$ cat config.mk
export PLATFORM = sky130hd
export DESIGN_NAME = serial_word_receiver
export DESIGN_NICKNAME = d
export VERILOG_FILES = /design/src/rtl/serial_rx_pkg.sv /design/src/rtl/rx_shift_reg.sv /design/src/rtl/serial_word_receiver.sv
export SDC_FILE = /design/constraint.sdc
export NUM_CORES = 1
export LEC_CHECK = 0
export BUFFER_PORTS_ARGS = -buffer_cell sky130_fd_sc_hd__buf_4
export CAP_MARGIN = 30
export CORE_MARGIN = 5
export CORE_UTILIZATION = 57
export CTS_BUF_LIST = sky130_fd_sc_hd__clkbuf_4 sky130_fd_sc_hd__clkbuf_8
export CTS_CLUSTER_SIZE = 40
export DETAILED_ROUTE_END_ITERATION = 10
export PLACE_DENSITY = 0.82
export REMOVE_ABC_BUFFERS = 1
export SLEW_MARGIN = 15
export SYNTH_ARGS = -nofsm -noshare
export SYNTH_HDL_FRONTEND = slang
export SYNTH_SLANG_ARGS = --single-unit
$ cat constraint.sdc
create_clock -name CLK -period 2 [get_ports CLK]
set_input_delay 0.1 -clock CLK [delete_from_list [all_inputs] [get_ports CLK]]
set_output_delay 0.1 -clock CLK [all_outputs]
set_load 0.05 [all_outputs]
$ cat src/rtl/serial_rx_pkg.sv
// Shared types and line levels for the framed serial word receiver.
package serial_rx_pkg;

  typedef enum logic [1:0] {
    StIdle,
    StData,
    StParity,
    StStop
  } rx_state_e;

  localparam logic IDLE_LEVEL  = 1'b1;
  localparam logic START_LEVEL = 1'b0;
  localparam logic STOP_LEVEL  = 1'b1;
  localparam logic PARITY_EVEN = 1'b0;

endpackage

$ cat src/rtl/rx_shift_reg.sv
// Directional serial-in shift register; mirror of the transmitting shift register.
module rx_shift_reg
  import serial_rx_pkg::*;
#(
  parameter int unsigned WIDTH = 3
) (
  input  logic             CLK,
  input  logic             Clear,
  input  logic             shift_en,
  input  logic             dir,
  input  logic             ser_in,
  output logic [WIDTH-1:0] q
);

  logic [WIDTH-1:0] q_q, q_d;

  // dir=1 fills from the LSB end (MSB arrives first), dir=0 fills from the MSB end.
  always_comb begin
    q_d = q_q;
    if (shift_en) begin
      q_d = dir ? {q_q[WIDTH-2:0], ser_in} : {ser_in, q_q[WIDTH-1:1]};
    end
  end

  always_ff @(posedge CLK) begin
    if (Clear) begin
      q_q <= '0;
    end else begin
      q_q <= q_d;
    end
  end

  assign q = q_q;

endmodule

$ cat src/rtl/serial_word_receiver.sv
// Framed serial receiver: start, WIDTH data bits, even parity, stop; one-word output buffer.
module serial_word_receiver
  import serial_rx_pkg::*;
#(
  parameter int unsigned WIDTH = 3,
  parameter int unsigned CNT_W = 4
) (
  input  logic             CLK,
  input  logic             Clear,
  input  logic             ser_in,
  input  logic             ser_en,
  input  logic             msb_first,
  output logic [WIDTH-1:0] A_par,
  output logic             par_valid,
  input  logic             par_ready,
  output logic             parity_err,
  output logic             framing_err,
  output logic             overrun
);

  rx_state_e        state_q;
  logic [CNT_W-1:0] cnt_q;
  logic             dir_q;
  logic             rx_par_q;
  logic [WIDTH-1:0] a_par_q;
  logic             par_valid_q;
  logic             parity_err_q;
  logic             framing_err_q;
  logic             overrun_q;

  logic [WIDTH-1:0] shreg;
  logic             shift_en;
  logic             consume;
  logic             last_bit;
  logic             frame_perr;

  assign shift_en   = ser_en && (state_q == StData);
  assign consume    = par_valid_q & par_ready;
  assign last_bit   = (cnt_q == CNT_W'(WIDTH - 1));
  assign frame_perr = ((^shreg) ^ rx_par_q) != PARITY_EVEN;

  rx_shift_reg #(
    .WIDTH(WIDTH)
  ) u_shift (
    .CLK     (CLK),
    .Clear   (Clear),
    .shift_en(shift_en),
    .dir     (dir_q),
    .ser_in  (ser_in),
    .q       (shreg)
  );

  always_ff @(posedge CLK) begin
    if (Clear) begin
      state_q       <= StIdle;
      cnt_q         <= '0;
      dir_q         <= 1'b0;
      rx_par_q      <= 1'b0;
      a_par_q       <= '0;
      par_valid_q   <= 1'b0;
      parity_err_q  <= 1'b0;
      framing_err_q <= 1'b0;
      overrun_q     <= 1'b0;
    end else begin
      framing_err_q <= 1'b0;
      overrun_q     <= 1'b0;
      if (consume) begin
        par_valid_q <= 1'b0;
      end
      if (ser_en) begin
        unique case (state_q)
          StIdle: begin
            if (ser_in == START_LEVEL) begin
              state_q <= StData;
              cnt_q   <= '0;
              dir_q   <= msb_first;
            end
          end
          StData: begin
            cnt_q <= cnt_q + CNT_W'(1);
            if (last_bit) begin
              state_q <= StParity;
            end
          end
          StParity: begin
            rx_par_q <= ser_in;
            state_q  <= StStop;
          end
          StStop: begin
            state_q <= StIdle;
            if (ser_in == STOP_LEVEL) begin
              // A same-edge consume frees the buffer for the incoming word.
              if (!par_valid_q || consume) begin
                a_par_q      <= shreg;
                parity_err_q <= frame_perr;
                par_valid_q  <= 1'b1;
              end else begin
                overrun_q <= 1'b1;
              end
            end else begin
              framing_err_q <= 1'b1;
            end
          end
          default: state_q <= StIdle;
        endcase
      end
    end
  end

  assign A_par       = a_par_q;
  assign par_valid   = par_valid_q;
  assign parity_err  = parity_err_q;
  assign framing_err = framing_err_q;
  assign overrun     = overrun_q;

endmodule

==> flow_metrics.py, run 1 <==
metrics = {
    "floorplanning": {
        "start_util_pct": 59.2,
        "fp.dieH_um": 49.3,
        "core_area_sq_um": 1490,
        "fp-row-count": 14,
        "dieArea_sq_um": 2430,
        "ios": 13,
        "fp.dieW_um": 49.3,
    },
    "global_route": {
        "grt.total_usage_pct": 14.1,
        "antenna_found_initial": 0,
        "grt_busiest_layer": "met2",
        "first_global_vias": 652,
        "grt_max_degree": 20,
        "gr-total-overflow": 0,
        "grt_first_pass_wirelength_um": 2690,
        "grt_use_met2_pct": 21.7,
        "gr-usage-met1_pct": 17.9,
        "use_met3_pct": 3.06,
    },
    "logic_synthesis": {
        "synth.ff_latch_count": 18,
        "yosys.area_share.simple_pct": 18.6,
        "yosys.area_share.xor_xnor_pct": 2.98,
        "synth_most_common_cell": "dfxtp_1",
        "synth_seq_area_share_pct": 40.9,
        "avgSynthCellArea_sq_um": 9.29,
        "synth-edff-count": 0,
        "synthFlopType": "dfxtp_1",
        "ys_types": 24,
        "post-synth-top-area-cell": "dfxtp_1",
        "ys_async_sr_fraction_pct": 0,
        "synth-compound-area-share_pct": 17.9,
        "syn_area_sq_um": 882,
        "synth_area_leaders": "dfxtp_1 41%, ha_1 9.9%, mux2i_1 6.8%, a21oi_1 6.2%, nand3_1 3.4%",
        "yosysTopAreaCellShare_pct": 40.9,
        "synth_mux_area_share_pct": 6.81,
        "synth_common_cells": "18 x dfxtp_1, 11 x a21oi_1, 7 x ha_1",
        "yosysWarnings": 0,
        "synth_top_family_by_area": "simple AND/OR/NAND/NOR gates",
        "synthAdderAreaFrac_pct": 9.93,
        "syn_inst": 95,
    },
    "layout": {
        "drive_gt1_share_pct": 18.7,
        "synthToLayoutAreaGrowth_pct": 13.8,
        "design_area_sq_um": 1000,
        "n_antenna_cell": 0,
        "layout.nets": 122,
        "fill_cells": 130,
    },
    "cts": {
        "insertion_delay_ns": 0.29,
        "cts_buffers": 3,
        "cts_tree": "built",
        "cts.sinks": 18,
        "clockBufferDepth": 2,
        "h-tree-depth": 1,
        "path_clk_slew_ns": 0.09,
        "cts_root_buf": "clkbuf_4",
        "ctsResizeCount": 0,
        "cts-hold-fix-buffers": 0,
        "cts_setup_buffers": 0,
    },
    "drt": {
        "wl_per_cell_um": 13.1,
        "viasPerCell": 5.67,
        "first_pass_iters": 4,
        "vias": 698,
        "routed_wirelength_um": 1610,
        "drc_errors": 0,
        "final_antenna_net_count": 0,
        "drtIter0Drc": 8,
    },
    "hold_path": {
        "hold-path-cell-count": 2,
        "hp-class": "in2reg",
        "min_to": "framing_err$_SDFF_PP0_",
        "min_from": "ser_in",
    },
    "worst_setup_path": {
        "critPathLaunchType": "flip-flop",
        "cp-end-kind": "flip-flop",
        "arrival_ns": 1.92,
        "required_ns": 2.23,
        "r2r_cells": 5,
        "worst-setup-path-type": "reg2reg",
        "crit_path_max_fanout": 9,
        "rrSetupSlack_ns": 0.32,
        "r2r_start": "state_q[0]$_SDFFE_PP0P_",
        "worstReg2RegEnd": "cnt_q[3]$_SDFFE_PP0P_",
    },
    "placement": {
        "placed_area_sq_um": 981,
        "globalplace.congestion": 0.772,
        "portBuffers": 12,
        "dp_hpwl_um": 1200,
    },
    "sta": {
        "max_freq_ghz": 0.594,
        "drv_slew": 0,
        "setup_violations": 0,
        "period_needed_ns": 1.68,
        "setup_tns_ns": 0,
        "fin_skew_ns": 0.00193,
        "slew-limit-headroom_pct": 77.5,
        "rsz0062_at_grt": "no",
        "tightestPinTransition_ns": 0.337,
        "post-route-period-util_pct": 84.2,
        "hold_viol_final": 0,
    },
    "pwr": {
        "ir_worst_vdd_uv": 430,
        "powerDensity_nw_per_um2": 686,
        "power_leakage_nw": 0.372,
    },
    "flow_run": {
        "cap_viol_max_count": 0,
    },
    "status": {
        "status": "complete, no violations",
    },
}
==> report_power, final <==
group | internal (W) | switching, W
Sequential | 0.000373 | 0.0000166
Combinational | 0.0000538 | 0.0000660
Clock | 0.0000702 | 0.000109
==> registers in the layout, summed over array words and instances (netlist names) <==
register,count
framing_err,1
par_valid,1
overrun,1
rx_par_q,1
cnt_q,4
u_shift.q,3
dir_q,1
state_q,2
parity_err,1
A_par,3
==> cell type report <==
class                   count  area (sq um)  share of cell area, %
clock buffers               3          22.5                   2.24
multi-input cells          70           495                   49.4
repair buffers             12          90.1                   8.98
inverters                   4          15.0                   1.50
well taps                  16          20.0                   2.00
flip-flops and latches     18           360                   35.9
==> layout by cell type (no fill, tap or decap), types with 4 or more instances in the layout <==
cell type,synthesis,layout
a21oi_1,11,11
buf_4,0,12
dfxtp_1,18,18
ha_1,7,7
inv_1,4,4
mux2i_1,6,6
nand2b_1,4,4
nand3_1,6,6
nor2_1,5,5
o21ai_0,5,5
==> layer usage <==
metal | vias to the layer above | routed length (um)
li1 | 362 | -
met1 | 315 | 753
met2 | 18 | 755
met3 | 3 | 72
met4 | 0 | 32
met5 | - | 0
==> worst max-delay path, cell delays in order, from the launching register on <==
cell and delay, ns:
dfxtp_1 0.39, inv_1 0.10, ha_1 0.25, a21bo_4 0.25, or4_1 0.49, a21oi_1 0.14
==> through the flow <==
step / instances / hold slack [ns] / setup WS [ns] / util (%) / power, W
after global routing: 123 / 0.0450 / 0.213 / 67.4 / 0.000724
after detailed placement: 120 / 0.341 / 0.337 / 65.9 / 0.000518
final: 123 / 0.0325 / 0.317 / 67.4 / 0.000688
after floorplan: 92 / 0.169 / 0.421 / - / 0.000480
after CTS: 123 / 0.0190 / 0.316 / 67.4 / 0.000694
after global placement: 120 / 0.334 / 0.385 / 65.9 / 0.000510
==> logic make-up after synthesis <==
group                    count (synthesis)
AND/OR/NAND/NOR                         29
multiplexers                             6
AO/OA/AOI/OAI                           25
adder cells (fa/ha/maj)                  7
XOR/XNOR                                 3
buffers and inverters                    7
flip-flops                              18
==> how the worst max path moves through the flow <==
stage                                  endpoint  depth (start not counted)                    start
final                     cnt_q[3]$_SDFFE_PP0P_                          5  state_q[0]$_SDFFE_PP0P_
after global routing      cnt_q[3]$_SDFFE_PP0P_                          5  state_q[1]$_SDFFE_PP0P_
after CTS                 cnt_q[3]$_SDFFE_PP0P_                          5  state_q[0]$_SDFFE_PP0P_
after detailed placement  cnt_q[3]$_SDFFE_PP0P_                          5  state_q[0]$_SDFFE_PP0P_
after global placement    cnt_q[3]$_SDFFE_PP0P_                          5  state_q[0]$_SDFFE_PP0P_
after floorplan           cnt_q[3]$_SDFFE_PP0P_                          5  state_q[0]$_SDFFE_PP0P_
No activity file was read; power rests on OpenSTA's default activity.
==> run 2, diff against run 1 <==
- clock period: 2 -> 1.6 ns (I/O delays scaled with it)
==> run 2 against run 1 <==
  * Combinational power increased by 68%
  * Utilization increased by 6.1 points
  * Setup slack got worse by 0.25 ns
  * Register-to-register slack got worse by 0.25 ns
  * Sequential power increased by 24%
  * Largest cell class unchanged
==> flow_metrics.py, run 2 (same netlist as run 1, synthesis figures left out) <==
metrics = {
    "drt": {
        "wl_per_cell_um": 13.2,
        "final_antenna_net_count": 0,
        "viasPerCell": 5.74,
        "drc_errors": 0,
        "drtIter0Drc": 7,
        "routed_wirelength_um": 1740,
        "first_pass_iters": 4,
        "vias": 758,
    },
    "placement": {
        "dp_slack_ns": 0.0122,
        "placed_area_sq_um": 1030,
        "portBuffers": 12,
        "dp_hpwl_um": 1260,
        "globalplace.congestion": 0.786,
    },
    "sta": {
        "period_needed_ns": 1.54,
        "setup_violations": 0,
        "fin_skew_ns": 0.00109,
        "setup_tns_ns": 0,
        "tightestPinTransition_ns": 0.243,
        "max_freq_ghz": 0.651,
        "hold_viol_final": 0,
        "post-route-period-util_pct": 96.1,
        "final.setup.worst_slack_ns": 0.0629,
        "rsz0062_at_grt": "no",
        "slew-limit-headroom_pct": 83.8,
        "drv_slew": 0,
    },
    "worst_setup_path": {
        "crit_path_max_fanout": 9,
        "slowest_stage": "or4_1",
        "critPathLaunchType": "flip-flop",
        "required_ns": 1.84,
        "critical_path.max_stage_delay_ns": 0.50,
        "worst-setup-path-type": "reg2reg",
        "arrival_ns": 1.78,
        "cp-end-kind": "flip-flop",
        "crit_path_cell_trace": "inv_1 -> ha_2 -> a21bo_4 -> or4_1 -> a21oi_1",
    },
    "pwr": {
        "combinationalPowerShare_pct": 20.8,
        "clkPwrFrac_pct": 29.4,
        "swShare_pct": 27.3,
        "switching_power_w": 0.000265,
        "pwr-share-seq_pct": 49.8,
        "p_int_w": 0.000706,
        "powerDensity_nw_per_um2": 887,
        "ir_worst_vdd_uv": 607,
        "power_leakage_nw": 0.419,
    },
    "layout": {
        "drive_gt1_share_pct": 26.7,
        "register_area_sq_um": 362,
        "n_antenna_cell": 0,
        "layout_commonest_cell": "buf_4",
        "mostFrequentLayoutCells": "19 x buf_4, 17 x dfxtp_1, 10 x a21oi_1",
        "synthToLayoutAreaGrowth_pct": 24.1,
        "top_register": "cnt_q",
        "layout.nets": 130,
        "largest_register_ffs": 4,
        "multiInputGateArea_sq_um": 509,
        "design_area_sq_um": 1090,
        "fill_cells": 118,
    },
    "global_route": {
        "antenna_found_initial": 0,
        "first_global_vias": 686,
        "gr-total-overflow": 0,
        "grt_max_degree": 20,
        "grt_first_pass_wirelength_um": 3020,
        "grt.total_usage_pct": 15.8,
    },
    "floorplanning": {
        "dieArea_sq_um": 2430,
        "core_area_sq_um": 1490,
        "fp-row-count": 14,
        "fp.dieH_um": 49.3,
        "fp.dieW_um": 49.3,
        "start_util_pct": 59.2,
        "ios": 13,
    },
    "cts": {
        "cts_setup_buffers": 0,
        "cts_buffers": 3,
        "cts.sinks": 18,
        "path_clk_slew_ns": 0.10,
        "cts_root_buf": "clkbuf_4",
        "clockBufferDepth": 2,
        "cts_tree": "built",
        "insertion_delay_ns": 0.30,
        "h-tree-depth": 1,
    },
    "hold_path": {
        "hp-class": "in2reg",
    },
    "flow_run": {
        "cap_viol_max_count": 0,
    },
    "status": {
        "status": "complete, no violations",
    },
}
## run 2: worst paths after layout
check                          startpoint                    end  slack, ns  depth (start not counted)
hold reg to reg     A_par[2]$_SDFFE_PP0P_  A_par[2]$_SDFFE_PP0P_       0.48                          2
setup / recovery  state_q[0]$_SDFFE_PP0P_  cnt_q[3]$_SDFFE_PP0P_       0.06                          5
setup reg to reg  state_q[0]$_SDFFE_PP0P_  cnt_q[3]$_SDFFE_PP0P_       0.06                          5
hold / removal                  msb_first     dir_q$_SDFFE_PP0P_       0.01                          3
## run 2: cell type report
cell class / count / share of cell area [%]
sequential: 18 / 33.0
timing repair buffer: 20 / 13.9
clock buffer: 4 / 3.31
tap: 16 / 1.83
multi-input combinational: 70 / 46.5
inverter: 4 / 1.37
## run 2: critical path: cells and delay by family, from the launching register on
kind                     cells  cell delay, ns
buffers and inverters        1            0.06
adder cells (fa/ha/maj)      1            0.20
AND/OR/NAND/NOR              1            0.50
AO/OA/AOI/OAI                2            0.37
flip-flops                   1            0.34
## run 2: routing by layer
layer  wire, um  track usage [%]  vias up  part of all wire [%]
li1           -                -      382                     -
met1        809             20.2      353                    46
met2        796             23.4       17                    46
met3         90             5.20        6                   5.2
met4         45             7.62        0                   2.6
met5          0                0        -                     0
## run 2: per-stage QoR
stage          std cells  util [%]  total power, W  hold slack, ns
6_report             132      73.5        0.000971          0.0108
5_1_grt              132      73.5         0.00103          0.0469
3_3_place_gp         127      69.4        0.000672           0.314
4_1_cts              132      72.9        0.000971          0.0115
3_5_place_dp         127      69.4        0.000682           0.323
2_1_floorplan         92         -        0.000600           0.149
## run 2: repair_timing
| item | CTS | global route |
|---|---|---|
| hold endpoints to repair | 1 | 0 |
| endpoints found under the setup margin | 3 | 3 |
| pin swaps | 0 | 3 |
| gates cloned | 0 | 0 |
| hold buffers | 1 | 0 |
| resized for setup | 2 | 2 |
## run 2: power groups by stage
stage	combinational, W	clock, W	sequential (W)
after floorplan	0.000106	0	0.000494
after global placement	0.000180	0	0.000492
after detailed placement	0.000188	0	0.000493
after CTS	0.000196	0.000292	0.000483
after global routing	0.000222	0.000316	0.000488
final	0.000202	0.000286	0.000484
==> run 3, diff against run 2 <==
- SETUP_SLACK_MARGIN: default -> 0.1
==> run 3 against run 2 <==
  * First-iteration DRC count is 110% higher
  * Wire length is 7.3% higher
  * Sequential power hardly changed
  * Maximum frequency is 6.1% higher
  * Register-to-register slack better by 0.09 ns
  * Non-clock buffer count is 2 higher
  * Flip-flop and latch count stayed put
  * Critical path type unchanged
  * Critical endpoint is now cnt_q[2]$_SDFFE_PP0P_
  * Largest cell class unchanged
==> flow_metrics.py, run 3 (same netlist as run 1, synthesis figures left out) <==
metrics = {
    "drt": {
        "viasPerCell": 5.81,
        "drtIter0Drc": 15,
        "routed_wirelength_um": 1870,
        "wl_per_cell_um": 13.9,
        "vias": 778,
        "drc_errors": 0,
        "first_pass_iters": 4,
        "final_antenna_net_count": 0,
    },
    "global_route": {
        "grt_max_degree": 20,
        "first_global_vias": 729,
        "grt.total_usage_pct": 16.6,
        "gr-total-overflow": 0,
        "antenna_found_initial": 0,
        "grt_first_pass_wirelength_um": 3180,
    },
    "layout": {
        "drive_gt1_share_pct": 33.1,
        "largest_register_ffs": 4,
        "mostFrequentLayoutCells": "22 x buf_4, 15 x dfxtp_1, 10 x a21oi_1, 6 x nand3_1, 6 x mux2i_1",
        "fill_cells": 113,
        "layout_commonest_cell": "buf_4",
        "top_register": "cnt_q",
        "layout.nets": 132,
        "n_antenna_cell": 0,
        "synthToLayoutAreaGrowth_pct": 28.7,
        "fin_cells": 134,
    },
    "hold_path": {
        "hp-class": "in2reg",
        "hold-path-cell-count": 2,
        "min_to": "framing_err$_SDFF_PP0_",
        "min_from": "ser_in",
    },
    "worst_setup_path": {
        "crit_path_max_fanout": 6,
        "slowest_stage": "or4_1",
        "worstReg2RegEnd": "cnt_q[2]$_SDFFE_PP0P_",
        "r2r_start": "state_q[0]$_SDFFE_PP0P_",
        "arrival_ns": 1.69,
        "critical_path.max_stage_delay_ns": 0.47,
        "r2r_cells": 5,
        "cp-end-kind": "flip-flop",
        "required_ns": 1.84,
        "worst-setup-path-type": "reg2reg",
        "crit_path_cell_trace": "inv_2 -> ha_4 -> a21bo_4 -> or4_1 -> a21oi_1",
        "rrSetupSlack_ns": 0.15,
        "critPathLaunchType": "flip-flop",
    },
    "placement": {
        "dp_hpwl_um": 1260,
        "globalplace.congestion": 0.786,
        "dp_cells": 127,
        "portBuffers": 12,
    },
    "pwr": {
        "swShare_pct": 27.7,
        "power_leakage_nw": 0.436,
        "combinationalPowerShare_pct": 22.7,
        "clkPwrFrac_pct": 28.7,
        "powerDensity_nw_per_um2": 882,
        "total_power_w": 0.00100,
        "pwr-share-seq_pct": 48.6,
        "ir_worst_vdd_uv": 599,
        "switching_power_w": 0.000278,
        "p_int_w": 0.000723,
    },
    "sta": {
        "setup_violations": 0,
        "period_needed_ns": 1.45,
        "fin_skew_ns": 0.00477,
        "post-route-period-util_pct": 90.5,
        "slew-limit-headroom_pct": 83.5,
        "hold_viol_final": 0,
        "max_freq_ghz": 0.690,
        "setup_tns_ns": 0,
        "rsz0062_at_grt": "yes",
        "drv_slew": 0,
        "tightestPinTransition_ns": 0.248,
    },
    "cts": {
        "cts_tree": "built",
        "clockBufferDepth": 2,
        "h-tree-depth": 1,
        "cts_buffers": 3,
        "insertion_delay_ns": 0.30,
        "cts_root_buf": "clkbuf_4",
        "cts.sinks": 18,
        "path_clk_slew_ns": 0.11,
    },
    "status": {
        "status": "complete, no violations",
    },
    "floorplanning": {
        "fp-row-count": 14,
        "core_area_sq_um": 1490,
        "fp.dieH_um": 49.3,
        "start_util_pct": 59.2,
        "dieArea_sq_um": 2430,
        "ios": 13,
        "fp.dieW_um": 49.3,
    },
    "flow_run": {
        "cap_viol_max_count": 0,
    },
}
-- run 3: cell count changes in the layout (fill, tap and decap cells not counted) --
cell,previous run,this run
ha_1,6,5
ha_2,1,0
or3b_2,2,1
buf_4,19,22
dlygate4sd3_1,1,0
ha_4,0,2
dfxtp_2,1,3
or3b_4,0,1
inv_2,0,2
inv_1,4,2
dfxtp_1,17,15
-- run 3: metal layers --
| layer | global-route usage, % | vias up | routed length, um |
|---|---|---|---|
| met5 | 0 | - | 0 |
| met1 | 20.7 | 367 | 803 |
| met4 | 8.07 | 0 | 43 |
| met3 | 4.89 | 6 | 106 |
| li1 | - | 382 | - |
| met2 | 25.5 | 23 | 916 |
-- run 3: how the worst max path moves through the flow --
stage | cells past startpoint | to | start
after detailed placement | 5 | state_q[1]$_SDFFE_PP0P_ | cnt_q[0]$_SDFFE_PP0P_
after CTS | 5 | cnt_q[2]$_SDFFE_PP0P_ | state_q[1]$_SDFFE_PP0P_
after floorplan | 5 | cnt_q[3]$_SDFFE_PP0P_ | state_q[0]$_SDFFE_PP0P_
after global placement | 5 | cnt_q[3]$_SDFFE_PP0P_ | state_q[0]$_SDFFE_PP0P_
after global routing | 5 | state_q[1]$_SDFFE_PP0P_ | cnt_q[0]$_SDFFE_PP0P_
final | 5 | cnt_q[2]$_SDFFE_PP0P_ | state_q[0]$_SDFFE_PP0P_
-- run 3: timing repair --
item / 4_1_cts / 5_1_grt
gates resized for setup: 6 / 6
endpoints found under the setup margin: 5 / 5
hold buffers: 0 / 0
setup buffers: 3 / 0
pin swaps: 5 / 4
-- run 3: critical path: cells and delay by family, from the launching register on --
kind | cells | cell delay, ns
fa+ha+maj | 1 | 0.16
buf+inv | 1 | 0.06
compound gates | 2 | 0.36
simple gates | 1 | 0.47
flops | 1 | 0.35
-- run 3: final cells by class --
class                           count  area (sq um)  share of cell area [%]
Sequential cell                    18           364                    32.1
Timing Repair Buffer               22           165                    14.6
Inverter                            4          15.0                    1.32
Clock buffer                        4          36.3                    3.20
Multi-Input combinational cell     70           534                    47.1
Tap cell                           16          20.0                    1.76
-- run 3: power by group through the flow --
stage / logic (W) / registers (W) / clock network, W
floorplan: 0.000106 / 0.000494 / 0
detailed placement: 0.000188 / 0.000493 / 0
global route: 0.000251 / 0.000490 / 0.000315
global placement: 0.000180 / 0.000492 / 0
CTS: 0.000211 / 0.000485 / 0.000292
finish: 0.000227 / 0.000486 / 0.000288
-- run 3: stage by stage --
step | setup WS, ns | utilization (%) | instance area, sq um | hold WS, ns
final | 0.152 | 76.2 | 1130 | 0.0103
after global routing | 0.0960 | 76.2 | 1130 | 0.0179
after CTS | 0.106 | 74.5 | 1110 | 0.000546
after detailed placement | 0.0122 | 69.4 | 1030 | 0.323
after global placement | 0.0681 | 69.4 | 1030 | 0.314
after floorplan | 0.0209 | - | 871 | 0.149
